==> src/rtl/ram_access_arbiter_pkg.sv <==
`default_nettype none
// +----------------------------------------------------------------------+
// | ram_access_arbiter_pkg                                                |
// | Shared types and default memory-map constants for the RAM front-end. |
// | Rev 1.0                                                              |
// +----------------------------------------------------------------------+
package ram_access_arbiter_pkg;

  // Defaults shared with the mega_ram parameterisation.
  localparam int unsigned c_DEF_CLEAR_DEPTH = 256;
  localparam int unsigned c_DEF_WRITE_LIMIT = 'hB00;

  typedef enum logic [0:0] {
    ST_CLEAR = 1'b0,
    ST_RUN   = 1'b1
  } arb_state_t;

  typedef enum logic [1:0] {
    OWN_NONE = 2'd0,
    OWN_CPU  = 2'd1,
    OWN_DMA  = 2'd2
  } rd_owner_t;

endpackage : ram_access_arbiter_pkg
`default_nettype wire

==> src/rtl/ram_clear_seq.sv <==
`default_nettype none
// +----------------------------------------------------------------------+
// | ram_clear_seq                                                         |
// | Post-reset zero-fill address generator for the low RAM region.       |
// | Rev 1.0                                                              |
// +----------------------------------------------------------------------+
module ram_clear_seq
  import ram_access_arbiter_pkg::*;
#(
  parameter int ADDR_BUS_WIDTH = 12,
  parameter int CLEAR_DEPTH    = c_DEF_CLEAR_DEPTH
) (
  input  logic                      clk,
  input  logic                      rst,
  input  logic                      i_active,
  output logic                      o_we,
  output logic [ADDR_BUS_WIDTH-1:0] o_addr,
  output logic                      o_done
);

  localparam logic [ADDR_BUS_WIDTH-1:0] c_LAST_ADDR = ADDR_BUS_WIDTH'(CLEAR_DEPTH - 1);

  logic [ADDR_BUS_WIDTH-1:0] r_cnt;
  logic                      w_last;

  assign w_last = (r_cnt == c_LAST_ADDR);

  // Counter rewinds on completion so a later reset-free re-entry starts at 0.
  always_ff @(posedge clk) begin
    if (rst) begin
      r_cnt <= '0;
    end else if (i_active) begin
      r_cnt <= w_last ? '0 : r_cnt + 1'b1;
    end
  end

  assign o_we   = i_active;
  assign o_addr = r_cnt;
  assign o_done = i_active & w_last;

endmodule : ram_clear_seq
`default_nettype wire

==> src/rtl/ram_access_arbiter.sv <==
`default_nettype none
// +----------------------------------------------------------------------+
// | ram_access_arbiter                                                    |
// | Clears low RAM after reset, then arbitrates CPU/DMA access to it.    |
// | Rev 1.0                                                              |
// +----------------------------------------------------------------------+
module ram_access_arbiter
  import ram_access_arbiter_pkg::*;
#(
  parameter int ADDR_BUS_WIDTH = 12,
  parameter int DATA_BUS_WIDTH = 8,
  parameter int CLEAR_DEPTH    = c_DEF_CLEAR_DEPTH,
  parameter int WRITE_LIMIT    = c_DEF_WRITE_LIMIT,
  parameter int DMA_MAX_WAIT   = 4
) (
  input  logic                      clk,
  input  logic                      rst,
  input  logic                      cpu_cs,
  input  logic                      cpu_we,
  input  logic                      cpu_re,
  input  logic [ADDR_BUS_WIDTH-1:0] cpu_a,
  input  logic [DATA_BUS_WIDTH-1:0] cpu_d_in,
  output logic [DATA_BUS_WIDTH-1:0] cpu_d_out,
  output logic                      cpu_halt,
  input  logic                      dma_req,
  input  logic                      dma_we,
  input  logic [ADDR_BUS_WIDTH-1:0] dma_a,
  input  logic [DATA_BUS_WIDTH-1:0] dma_d_in,
  output logic                      dma_gnt,
  output logic                      dma_valid,
  output logic [DATA_BUS_WIDTH-1:0] dma_d_out,
  output logic                      ram_cs,
  output logic                      ram_we,
  output logic                      ram_re,
  output logic [ADDR_BUS_WIDTH-1:0] ram_a,
  output logic [DATA_BUS_WIDTH-1:0] ram_d_wr,
  input  logic [DATA_BUS_WIDTH-1:0] ram_d_rd
);

  localparam int                        c_WAIT_W = $clog2(DMA_MAX_WAIT + 1);
  localparam logic [c_WAIT_W-1:0]       c_WAIT_MAX = c_WAIT_W'(DMA_MAX_WAIT);
  localparam logic [ADDR_BUS_WIDTH-1:0] c_LIMIT = ADDR_BUS_WIDTH'(WRITE_LIMIT);

  arb_state_t                r_state;
  rd_owner_t                 r_rd_owner;
  logic [c_WAIT_W-1:0]       r_wait_cnt;

  logic                      w_in_clear;
  logic                      w_clr_we;
  logic                      w_clr_done;
  logic [ADDR_BUS_WIDTH-1:0] w_clr_addr;
  logic                      w_cpu_rq;
  logic                      w_dma_forced;
  logic                      w_dma_win;
  logic                      w_cpu_win;

  assign w_in_clear = (r_state == ST_CLEAR);

  ram_clear_seq #(
    .ADDR_BUS_WIDTH (ADDR_BUS_WIDTH),
    .CLEAR_DEPTH    (CLEAR_DEPTH)
  ) u_clear_seq (
    .clk      (clk),
    .rst      (rst),
    .i_active (w_in_clear),
    .o_we     (w_clr_we),
    .o_addr   (w_clr_addr),
    .o_done   (w_clr_done)
  );

  // CPU has priority unless DMA has already lost DMA_MAX_WAIT cycles in a row.
  assign w_cpu_rq     = cpu_cs & (cpu_we | cpu_re);
  assign w_dma_forced = (r_wait_cnt == c_WAIT_MAX);
  assign w_dma_win    = ~w_in_clear & dma_req & (~w_cpu_rq | w_dma_forced);
  assign w_cpu_win    = ~w_in_clear & w_cpu_rq & ~w_dma_win;

  always_ff @(posedge clk) begin
    if (rst) begin
      r_state    <= ST_CLEAR;
      r_wait_cnt <= '0;
      r_rd_owner <= OWN_NONE;
    end else if (w_in_clear) begin
      r_wait_cnt <= '0;
      r_rd_owner <= OWN_NONE;
      if (w_clr_done) begin
        r_state <= ST_RUN;
      end
    end else begin
      if (!dma_req || w_dma_win) begin
        r_wait_cnt <= '0;
      end else if (r_wait_cnt != c_WAIT_MAX) begin
        r_wait_cnt <= r_wait_cnt + 1'b1;
      end
      if (w_dma_win && !dma_we) begin
        r_rd_owner <= OWN_DMA;
      end else if (w_cpu_win && cpu_re) begin
        r_rd_owner <= OWN_CPU;
      end else begin
        r_rd_owner <= OWN_NONE;
      end
    end
  end

  // Protected writes still consume the grant; only the write strobe is dropped.
  always_comb begin
    ram_cs   = 1'b0;
    ram_we   = 1'b0;
    ram_re   = 1'b0;
    ram_a    = '0;
    ram_d_wr = '0;
    if (w_in_clear) begin
      ram_cs = 1'b1;
      ram_we = w_clr_we;
      ram_a  = w_clr_addr;
    end else if (w_dma_win) begin
      ram_cs   = 1'b1;
      ram_we   = dma_we & (dma_a < c_LIMIT);
      ram_re   = ~dma_we;
      ram_a    = dma_a;
      ram_d_wr = dma_d_in;
    end else if (w_cpu_win) begin
      ram_cs   = 1'b1;
      ram_we   = cpu_we & (cpu_a < c_LIMIT);
      ram_re   = cpu_re;
      ram_a    = cpu_a;
      ram_d_wr = cpu_d_in;
    end
  end

  assign dma_gnt   = w_dma_win;
  assign cpu_halt  = w_in_clear | (w_cpu_rq & w_dma_win);
  assign cpu_d_out = (r_rd_owner == OWN_CPU) ? ram_d_rd : '0;
  assign dma_valid = (r_rd_owner == OWN_DMA);
  assign dma_d_out = (r_rd_owner == OWN_DMA) ? ram_d_rd : '0;

endmodule : ram_access_arbiter
`default_nettype wire

==> config.mk <==
export PLATFORM = sky130hd
export DESIGN_NAME = ram_access_arbiter
export DESIGN_NICKNAME = d
export VERILOG_FILES = /design/src/rtl/ram_access_arbiter_pkg.sv /design/src/rtl/ram_clear_seq.sv /design/src/rtl/ram_access_arbiter.sv
export SDC_FILE = /design/constraint.sdc
export NUM_CORES = 1
export LEC_CHECK = 0
export BUFFER_PORTS_ARGS = -buffer_cell sky130_fd_sc_hd__buf_2
export CAP_MARGIN = 10
export CORE_MARGIN = 2
export CORE_UTILIZATION = 40
export DETAILED_ROUTE_END_ITERATION = 10
export PLACE_DENSITY = 0.79
export SYNTH_ARGS = -nofsm -noshare
export SYNTH_HDL_FRONTEND = slang
export SYNTH_HIERARCHICAL = 1
export SYNTH_SLANG_ARGS = --single-unit
==> constraint.sdc <==
create_clock -name clk -period 2.6 [get_ports clk]
set_input_delay 0.26 -clock clk [delete_from_list [all_inputs] [get_ports clk]]
set_output_delay 0.26 -clock clk [all_outputs]
set_load 0.005 [all_outputs]
# After elaboration in Yosys (flattened, before gate mapping)
# Cells that the tools add are included.
# classes
add_sub_neg	2
order_cmp	2
eq_ne	5
n_mux	22
bitwise	16
n_reduce_logical	8
# op_table
op	count
$mux 12	4
$mux 8	5
$lt 12x12->1 const B	2
$add 12x1->12 const B	1
$eq 12x8->1 const B	1
$mux 1	12
$and 1x1->1	9
$reduce_or 3->1	2
$not 1->1	4
$add 3x1->3 const B	1
$eq 3x3->1 const B	1
$ne 3x3->1 const B	1
$or 1x1->1	3
$eq 2x1->1 const B	1
$eq 2x2->1 const B	1
$logic_and 1x1->1	2
$logic_not 1->1	2
$mux 2	1
$reduce_or 2->1	1
$logic_or 1x1->1	1
# totals
register_bits	18
inputBits	55
output_inout_bits	42

# Longest topological paths before layout
# Gate-level depths: netlist of run 1.
# depth
word_depth	10
depth_mapped	7
ltp_nobuf	6

# Cells and area by module
# Netlist of run 1, hierarchy kept.
# by_module_without_submodules
mod	instances	cells_per_inst	area_per_inst_um2
ram_access_arbiter	1	110	783.3
ram_clear_seq	1	66	559.3

# Worst setup path after synthesis of run 1
# Ideal clock, no wire load.
# synth_path
kind	register -> register
startpoint	register r_state
endpoint	register u_clear_seq.r_cnt[8], in the netlist u_clear_seq/o_addr[8]
setup_time_ps	70
arrival_time_ps	1594
t_required_ps	2530
slack_ps	936
stages_incl_launch_ff	7
path_cell_list	dfxtp_1 buf_2 inv_1 nand3_2 or2_1 or4_1 a21oi_1
# synth_rtl
item	line_no	source
start: declaration	ram_access_arbiter.sv:44	arb_state_t r_state;
start signal: assignment	ram_access_arbiter.sv:79	r_state <= ST_CLEAR;
start signal: assignment	ram_access_arbiter.sv:86	r_state <= ST_RUN;
end signal: assignment	ram_clear_seq.sv:33	r_cnt <= w_last ? '0 : r_cnt + 1'b1;
end: declaration	ram_clear_seq.sv:23	logic [ADDR_BUS_WIDTH-1:0] r_cnt;

# Worst setup path after layout of run 1
# layout_path
startpoint	register r_wait_cnt[0]
endpoint	output ram_a[6]
# layout_via
elab_chain_len	8
# layout_rtl
item	line_no	source
start: declaration	ram_access_arbiter.sv:46	logic [c_WAIT_W-1:0] r_wait_cnt;
start signal: assignment	ram_access_arbiter.sv:92	r_wait_cnt <= r_wait_cnt + 1'b1;
$eq 3x3->1 *	ram_access_arbiter.sv:73	assign w_dma_forced = (r_wait_cnt == c_WAIT_MAX);
$or 1x1->1 *	ram_access_arbiter.sv:74	assign w_dma_win = ~w_in_clear & dma_req & (~w_cpu_rq | w_dma_forced);
$and 1x1->1 *	ram_access_arbiter.sv:74	
$not 1->1	ram_access_arbiter.sv:75	assign w_cpu_win = ~w_in_clear & w_cpu_rq & ~w_dma_win;
$and 1x1->1	ram_access_arbiter.sv:75	
$mux 12	ram_access_arbiter.sv:121	end else if (w_cpu_win) begin
$mux 12 *	ram_access_arbiter.sv:115	end else if (w_dma_win) begin
$mux 12 *	ram_access_arbiter.sv:111	if (w_in_clear) begin
end: declaration	ram_access_arbiter.sv:35	output logic [ADDR_BUS_WIDTH-1:0] ram_a,
# Every way passes the cells marked *; elsewhere a longest branch is shown, timed or not.

==> flow_summary.yaml, run 1 <==
global_route:
  antenna_found_initial: 0
  grt_pass1_vias: 1236
  track_usage: 0.191
  grt-ovfl-total: 0
  grt_pass1_wl_um: 5340
  grt_max_degree: 24
drt:
  ant_nets: 0
  finalWirelength_um: 3910
  first_pass_iters: 4
  drt-initial-drc-count: 51
  vias_per_cell: 5.09
  wl_per_cell_um: 12.4
  vias: 1610
  drc: 0
layout:
  multi_input_area_um2: 857
  seq_area_um2: 360
  fin_util: 0.571
  antenna_cells: 0
  area_growth_pct: 39.6
  fillCellCount: 299
  fin_cells: 316
  layout-drive-gt1-share: 0.407
  nNetsFinal: 329
clocking:
  insertion_delay_ns: 0.30
  clock_sinks: 18
  clk_pin_slew_worst_paths_ns: 0.10
  h-tree-depth: 1
  clockBufferDepth: 2
  postCtsSetupBuffers: 0
  cts_made_buffers: 3
  clockRootBuffer: "clkbuf_4"
  cts_resized: 0
  cts_tree: "built"
  postCtsHoldBufs: 0
synth:
  syn_inst: 176
  ys.flop_type: "dfxtp_1"
  synthAdderAreaFrac: 0.0280
  synthXorXnorAreaFrac: 0.0652
  ys_top_cells_by_area: "dfxtp_1, and2_1, a22oi_1, a22o_1, inv_1"
  yosys_warnings: 6
  yosysTopAreaCellShare: 0.268
  synthTopCellsByCount: "dfxtp_1, inv_1, nor2_1"
  syn_area_um2: 1340
  yosysUniqueCellTypes: 40
  synth_compound_area_frac: 0.253
  syn_nets: 234
  synth_top_family_by_area: "simple AND/OR/NAND/NOR gates"
  yosysSeqAreaShare: 0.268
  synth-seq-cells: 18
  yosys.area_share.simple: 0.293
  synth_top_cell_by_area: "dfxtp_1"
  synth_edf_count: 0
  muxShareOfSynthArea: 0
  avgSynthCellArea_um2: 7.63
  async_reset_ff_frac: 0
timing:
  fmax_mhz: 441
  rsz0062_at_grt: "no"
  fin_crit_ns: 2.27
  maxSlewHeadroom: 0.743
  worst_slew_pin_slew_ns: 0.384
  setup_viol: 0
  post-route-period-util: 0.873
  fin_setup_tns_ns: 0
  fin_worst_skew_ns: 0.00437
  final-max-slew-violation-count: 0
  hold_viol_final: 0
critical_path:
  cp_data_arrival_time_ns: 2.01
  critPathBufInv: 3
  critPathRequiredTime_ns: 2.34
  cpPeakStageDelay_ns: 0.39
  critPathLaunchType: "flip-flop"
  cp_cell_sequence: "inv_1 -> ha_1 -> nand3_1 -> o2111a_1 -> buf_4 -> a22oi_1 -> o21ai_1 -> buf_2"
  cp_slowest_cell: "o2111a_1"
  worst-setup-path-type: "reg -> out"
  crit_fanout: 12
  cp-end-kind: "primary output"
  cp_top_family: "compound AO/OA/AOI/OAI gates"
  reg2reg_slack_ns: 0.78
power:
  peakVddDrop_v: 0.000233
  p_per_area_nw_per_um2: 289
  power.leakage_nw: 0.894
placement:
  dp_cells: 312
  place_hpwl_um: 3130
  gp_congestion: 0.867
  numPortBuffers: 96
floorplanning:
  core_area_um2: 3280
  die_w_um: 61.9
  io_pins: 97
  fp.dieArea_um2: 3840
  num_rows: 21
  start_util: 0.409
  die_h_um: 61.9
job:
  maxCapViolations: 0
status:
  outcome: "finished, final reports clean"
min_path:
  hold_path_class: "in -> reg"
metrics by stage:
| stage | area [µm²] | worst slack [ns] | total power [mW] | hold WS (ns) |
|---|---|---|---|---|
| after global placement | 1840 | 0.716 | 0.366 | 0.428 |
| after floorplan | 1340 | 0.936 | 0.309 | 0.329 |
| after global routing | 1870 | 0.192 | 0.565 | 0.146 |
| final | 1870 | 0.331 | 0.541 | 0.157 |
| after CTS | 1870 | 0.313 | 0.544 | 0.153 |
| after detailed placement | 1840 | 0.664 | 0.367 | 0.437 |
report_power, final:
part           total, mW  switching, mW  internal [mW]
sequential         0.286        0.00615          0.280
clock              0.180         0.0945         0.0856
combinational     0.0752         0.0337         0.0414
total              0.541          0.134          0.407
layer usage:
metal  track usage  up-vias  routed length (µm)
met4        0.0547        0                  34
met1         0.208      726                1520
met3        0.0476        4                 330
met5             0        -                   0
met2         0.362       73                2020
li1              -      807                   -
registers in the layout, summed over array words and instances, names as in the netlist:
| name | count |
|---|---|
| r_wait_cnt | 3 |
| r_state | 1 |
| r_rd_owner | 2 |
| u_clear_seq/o_addr | 12 |
cells by family after synthesis:
kind of cell	after synthesis
buf+inv	26
compound gates	47
flops	18
xor+xnor	10
simple gates	72
fa+ha+maj	3
final timing paths:
check	start	end	depth (start not counted)
worst min-delay path	dma_we	r_rd_owner[1]	2
worst max-delay path	r_wait_cnt[0]	ram_a[6]	8
worst min register to register	r_wait_cnt[0]	r_wait_cnt[0]	1
worst max register to register	r_state	u_clear_seq/o_addr[8]	5
placed cells by master, fill, tap and decap left out, types with 4 or more instances in the layout:
master	n
a22o_1	8
a22oi_1	11
and2_1	16
buf_2	96
dfxtp_1	18
inv_1	18
nand2_1	10
nand3_1	5
nand4_1	4
nor2_1	17
o21ai_0	5
o21ai_1	10
xnor2_1	7
final cells by class:
type,instances,area share
multi-input cells,132,0.457
repair buffers,98,0.264
flip-flops and latches,18,0.192
inverters,18,0.0360
well taps,46,0.0307
clock buffers,4,0.0194
(Power assumes the default switching activity.)
==> inputs of run 2 (changes only) <==
- CORE_UTILIZATION: 40 -> 43
- PLACE_DENSITY: 0.79 -> 0.85
- SYNTH_HIERARCHICAL: 1 -> default
==> run 2 against run 1 <==
Net effect: clock skew decreased by 0.00086 ns; core utilization grew 4.8 points; clock power decreased by 2%; final cell count down 10%; register-to-register slack worse by 0.06 ns; critical path depth shrank 1; worst hold slack worse by 0.0060 ns; combinational power is 6.4% higher; synthesized cell count down 9.1%; die area decreased by 8.3%; global-route usage rose by 0.87 points; largest cell class unchanged; largest power group unchanged.
==> flow_summary.yaml, run 2 <==
status:
  outcome: "finished, final reports clean"
critical_path:
  worst-setup-path-type: "reg -> out"
  critPathRequiredTime_ns: 2.34
  critPathLaunchType: "flip-flop"
  crit_fanout: 22
  cp-end-kind: "primary output"
  cp_data_arrival_time_ns: 2.06
synth:
  syn_area_um2: 1320
  yosysTopAreaCellShare: 0.274
  syn_inst: 160
  synthAdderAreaFrac: 0.0285
  ys.flop_type: "dfxtp_1"
  ys_top_cells_by_area: "dfxtp_1, a221o_1, and2_1, nor2b_1, a22o_1"
  yosysUniqueCellTypes: 39
  yosys_warnings: 0
  muxShareOfSynthArea: 0.0162
  synth_edf_count: 0
  avgSynthCellArea_um2: 8.22
  syn_nets: 218
  yosysSeqAreaShare: 0.274
  async_reset_ff_frac: 0
  synthTopCellsByCount: "dfxtp_1, and2_1, nor2b_1"
  synth_top_family_by_area: "simple AND/OR/NAND/NOR gates"
  yosysMostFrequentCell: "dfxtp_1"
  synthXorXnorAreaFrac: 0.0200
  yosys.area_share.simple: 0.327
  synth_compound_area_frac: 0.279
  synth_top_cell_by_area: "dfxtp_1"
  synth-seq-cells: 18
clocking:
  clock_sinks: 18
  postCtsHoldBufs: 0
  cts_resized: 0
  cts_made_buffers: 3
  insertion_delay_ns: 0.30
  h-tree-depth: 1
  postCtsSetupBuffers: 0
  cts_tree: "built"
  clk_pin_slew_worst_paths_ns: 0.10
  clockBufferDepth: 2
  clockRootBuffer: "clkbuf_4"
timing:
  fin_setup_tns_ns: 0
  fmax_mhz: 431
  fin_worst_skew_ns: 0.00351
  final-max-slew-violation-count: 0
  rsz0062_at_grt: "no"
  hold_viol_final: 0
  post-route-period-util: 0.893
  setup_viol: 0
  maxSlewHeadroom: 0.508
  worst_slew_pin_slew_ns: 0.739
  fin_crit_ns: 2.32
global_route:
  grt_pass1_wl_um: 5460
  grt_pass1_vias: 1217
  grt-ovfl-total: 0
  grt_max_degree: 23
  antenna_found_initial: 0
  track_usage: 0.200
layout:
  layout-drive-gt1-share: 0.422
  seq_area_um2: 360
  largest_reg_flops: 12
  nNetsFinal: 310
  design_area_um2: 1840
  multi_input_area_um2: 882
  fillCellCount: 285
  antenna_cells: 0
  area_growth_pct: 40.1
  final_cell_mix: "buf_2, dfxtp_1, and2_1, nor2b_1, a221o_1"
  final_common_cell: "buf_2"
floorplanning:
  die_w_um: 59.3
  fp.dieArea_um2: 3520
  num_rows: 20
  io_pins: 97
  die_h_um: 59.3
  start_util: 0.442
  core_area_um2: 2980
power:
  power.leakage_nw: 0.950
  peakVddDrop_v: 0.000241
  p_comb_frac: 0.148
  pwr-share-clk: 0.324
  p_per_area_nw_per_um2: 294
  switchingPower_mw: 0.133
  p_int_mw: 0.409
  pwr-share-seq: 0.528
  swShare: 0.245
drt:
  drt-initial-drc-count: 52
  vias: 1536
  drc: 0
  vias_per_cell: 5.41
  ant_nets: 0
  wl_per_cell_um: 13.2
  finalWirelength_um: 3750
  first_pass_iters: 6
job:
  maxCapViolations: 0
min_path:
  hold_path_class: "in -> reg"
placement:
  numPortBuffers: 96
  placedInstanceArea_um2: 1810
  place_hpwl_um: 2990
  gp_congestion: 0.796
-- run 2: changes by cell type in the layout (fill, tap and decap cells not counted), moves of 9 or more --
cell     delta
a221o_1    +12
a22oi_1    -11
inv_1       -9
nor2_1     -10
nor2b_1    +11
o21ai_1    -10
-- run 2: area by class of cell --
cell class / instances / share of cell area
multi-input combinational: 123 / 0.479
timing repair buffer: 97 / 0.265
sequential: 18 / 0.196
tap: 33 / 0.0224
clock buffer: 4 / 0.0197
inverter: 9 / 0.0183
-- run 2: power by group through the flow --
stage / clock (mW) / sequential (mW) / combinational, mW
2_1_floorplan: 0 / 0.291 / 0.0273
3_3_place_gp: 0 / 0.293 / 0.0785
3_5_place_dp: 0 / 0.293 / 0.0797
4_1_cts: 0.181 / 0.286 / 0.0804
5_1_grt: 0.188 / 0.288 / 0.0891
6_report: 0.176 / 0.286 / 0.0800
-- run 2: worst max-delay path, cell delays in order (launching register included) --
cell     delay [ns]
dfxtp_1        0.37
inv_1          0.05
ha_1           0.20
nand2_1        0.10
a21o_1         0.17
inv_1          0.30
a221o_1        0.45
buf_2          0.13
-- run 2: metrics by stage --
stage	setup WS [ns]	power [mW]	utilization	cells	hold WS [ns]
after CTS	0.273	0.548	0.618	284	0.141
after global placement	0.676	0.371	0.606	280	0.430
after detailed placement	0.620	0.372	0.606	280	0.452
after floorplan	0.908	0.318	-	160	0.339
after global routing	0.114	0.565	0.618	284	0.151
final	0.279	0.542	0.618	284	0.151
-- run 2: cells by family after synthesis --
logic type      Yosys count
compound gates           45
fa+ha+maj                 3
xor+xnor                  3
flops                    18
simple gates             70
mux                       2
buf+inv                  19
-- run 2: metal layers --
metal  global-route usage  vias up  routed length, µm
li1                     -      782                  -
met1                0.273      689               1680
met2                0.327       61               1780
met3               0.0262        4                254
met4               0.0584        0                 38
met5                    0        -                  0
-- run 2: final timing paths --
| check | slack, ns | cells after the start | to | start |
|---|---|---|---|---|
| max | 0.28 | 7 | ram_a[10] | r_wait_cnt[0] |
| min | 0.15 | 2 | r_rd_owner[1] | dma_we |
| max reg2reg | 0.72 | 3 | u_clear_seq.o_addr[11] | u_clear_seq.o_addr[2] |
| min reg2reg | 0.47 | 1 | r_wait_cnt[0] | r_wait_cnt[0] |
==> inputs of run 3 (changes only) <==
- CORE_UTILIZATION: 43 -> 36
- PLACE_DENSITY: 0.85 -> 0.76
- clock period: 2.6 -> 2.05 ns (I/O delays scaled with it)
==> run 3 against run 2 <==
Net effect: first-iteration DRC count rose by 9.6%; largest power group unchanged; final cell count is 8.1% higher; via count grew 2.1%; sequential share of layout area shrank 1.1 points; flip-flop and latch count is the same; worst hold slack worse by 0.045 ns; global-route usage fell by 2.4 points; critical endpoint is now ram_a[6]; count of clock-buffer cells in the layout unchanged; sequential power rose by 27%; non-clock buffer count increased by 10.
==> flow_summary.yaml, run 3 (same netlist as run 2, synthesis figures left out) <==
critical_path:
  reg2reg_depth: 4
  cp_data_arrival_time_ns: 1.81
  cp-startpoint: "r_wait_cnt[0]"
  critPathRequiredTime_ns: 1.85
  cp.depth: 8
  endpoint: "ram_a[6]"
  r2r-end: "u_clear_seq.o_addr[0]"
  rr_startpoint: "u_clear_seq.o_addr[1]"
  cp-end-kind: "primary output"
  critPathLaunchType: "flip-flop"
  critPathBufInv: 4
  reg2reg_slack_ns: 0.30
  cp_cell_sequence: "inv_2 -> ha_4 -> nand2_2 -> a21o_1 -> clkinvlp_4 -> buf_12 -> a221o_1 -> buf_2"
  cpPeakStageDelay_ns: 0.35
  worst-setup-path-type: "reg -> out"
  cp_top_family: "compound AO/OA/AOI/OAI gates"
  cp_slowest_cell: "a221o_1"
  crit_fanout: 12
min_path:
  hold_path_class: "in -> reg"
layout:
  area_growth_pct: 49.6
  nNetsFinal: 320
  fillCellCount: 315
  multi_input_area_um2: 897
  seq_area_um2: 363
  antenna_cells: 0
  layout-drive-gt1-share: 0.471
  largest_reg_flops: 12
  final_cell_mix: "buf_2, and2_1, dfxtp_1, nor2b_1, a221o_1"
  final_common_cell: "buf_2"
  design_area_um2: 1970
clocking:
  cts_tree: "built"
  cts_made_buffers: 3
  clockRootBuffer: "clkbuf_4"
  postCtsHoldBufs: 0
  insertion_delay_ns: 0.29
  h-tree-depth: 1
  clk_pin_slew_worst_paths_ns: 0.09
  clockBufferDepth: 2
  clock_sinks: 18
floorplanning:
  core_area_um2: 3420
  die_w_um: 64.4
  io_pins: 97
  start_util: 0.385
  num_rows: 21
  die_h_um: 64.4
  fp.dieArea_um2: 4150
timing:
  worst_slew_pin_slew_ns: 0.515
  hold_viol_final: 0
  fmax_mhz: 497
  fin_setup_tns_ns: 0
  setup_viol: 0
  final-max-slew-violation-count: 0
  fin_worst_skew_ns: 0.00859
  post-route-period-util: 0.981
  maxSlewHeadroom: 0.655
  rsz0062_at_grt: "yes"
  fin_crit_ns: 2.01
drt:
  drt-initial-drc-count: 57
  vias: 1568
  ant_nets: 0
  wl_per_cell_um: 12.0
  vias_per_cell: 5.11
  finalWirelength_um: 3670
  first_pass_iters: 4
  drc: 0
power:
  peakVddDrop_v: 0.000254
  p_total_mw: 0.681
  p_per_area_nw_per_um2: 346
  power.leakage_nw: 0.996
global_route:
  grt-ovfl-total: 0
  grt_max_degree: 14
  grt_pass1_wl_um: 6070
  track_usage: 0.175
  grt_pass1_vias: 1388
  antenna_found_initial: 0
status:
  outcome: "finished, final reports clean"
placement:
  place_hpwl_um: 2990
  numPortBuffers: 96
  gp_congestion: 0.890
  placedInstanceArea_um2: 1870
job:
  maxCapViolations: 0
[run 3: cell count changes in the layout (fill, tap and decap cells not counted), sizes merged]
| cell | previous run | this run |
|---|---|---|
| inv | 9 | 8 |
| buf | 97 | 107 |
| clkinvlp | 0 | 1 |
[run 3: worst min path at each step]
| stage | from | endpoint | slack (ns) | cells past startpoint |
|---|---|---|---|---|
| detailed placement | dma_we | r_rd_owner[1] | 0.42 | 2 |
| CTS | dma_we | r_rd_owner[1] | 0.10 | 2 |
| finish | dma_we | r_rd_owner[1] | 0.11 | 2 |
| global placement | dma_we | r_rd_owner[1] | 0.42 | 2 |
| global route | dma_we | r_rd_owner[1] | 0.11 | 2 |
| floorplan | dma_we | r_rd_owner[1] | 0.28 | 1 |
[run 3: metal layers]
layer / routed length, µm / global-route usage
met1: 1690 / 0.233
met2: 1680 / 0.302
met3: 258 / 0.0226
met4: 37 / 0.0399
met5: 0 / 0
[run 3: power by group]
part	switching [mW]	total (mW)	internal, mW
Sequential	0.00723	0.362	0.355
Clock	0.108	0.216	0.108
Combinational	0.0456	0.103	0.0578
Total	0.161	0.681	0.521
[run 3: layout make-up]
class	count	area share
clock buffers	4	0.0184
inverters	9	0.0191
multi-input cells	123	0.456
flip-flops and latches	18	0.184
well taps	46	0.0293
repair buffers	107	0.293
[run 3: timing repair]
item / CTS / global route
gates resized for setup: 4 / 4
setup endpoints to repair: 21 / 20
buffers inserted: 4 / 0
cloned: 0 / 0
pin swaps: 2 / 0
[run 3: metrics by stage]
stage / utilization / worst slack [ns] / hold slack, ns / cells
6_report: 0.576 / 0.0382 / 0.107 / 307
5_1_grt: 0.576 / -0.0553 / 0.108 / 307
4_1_cts: 0.572 / 0.0122 / 0.104 / 307
3_5_place_dp: 0.547 / 0.224 / 0.418 / 299
3_3_place_gp: 0.547 / 0.251 / 0.420 / 299
2_1_floorplan: - / 0.413 / 0.284 / 160
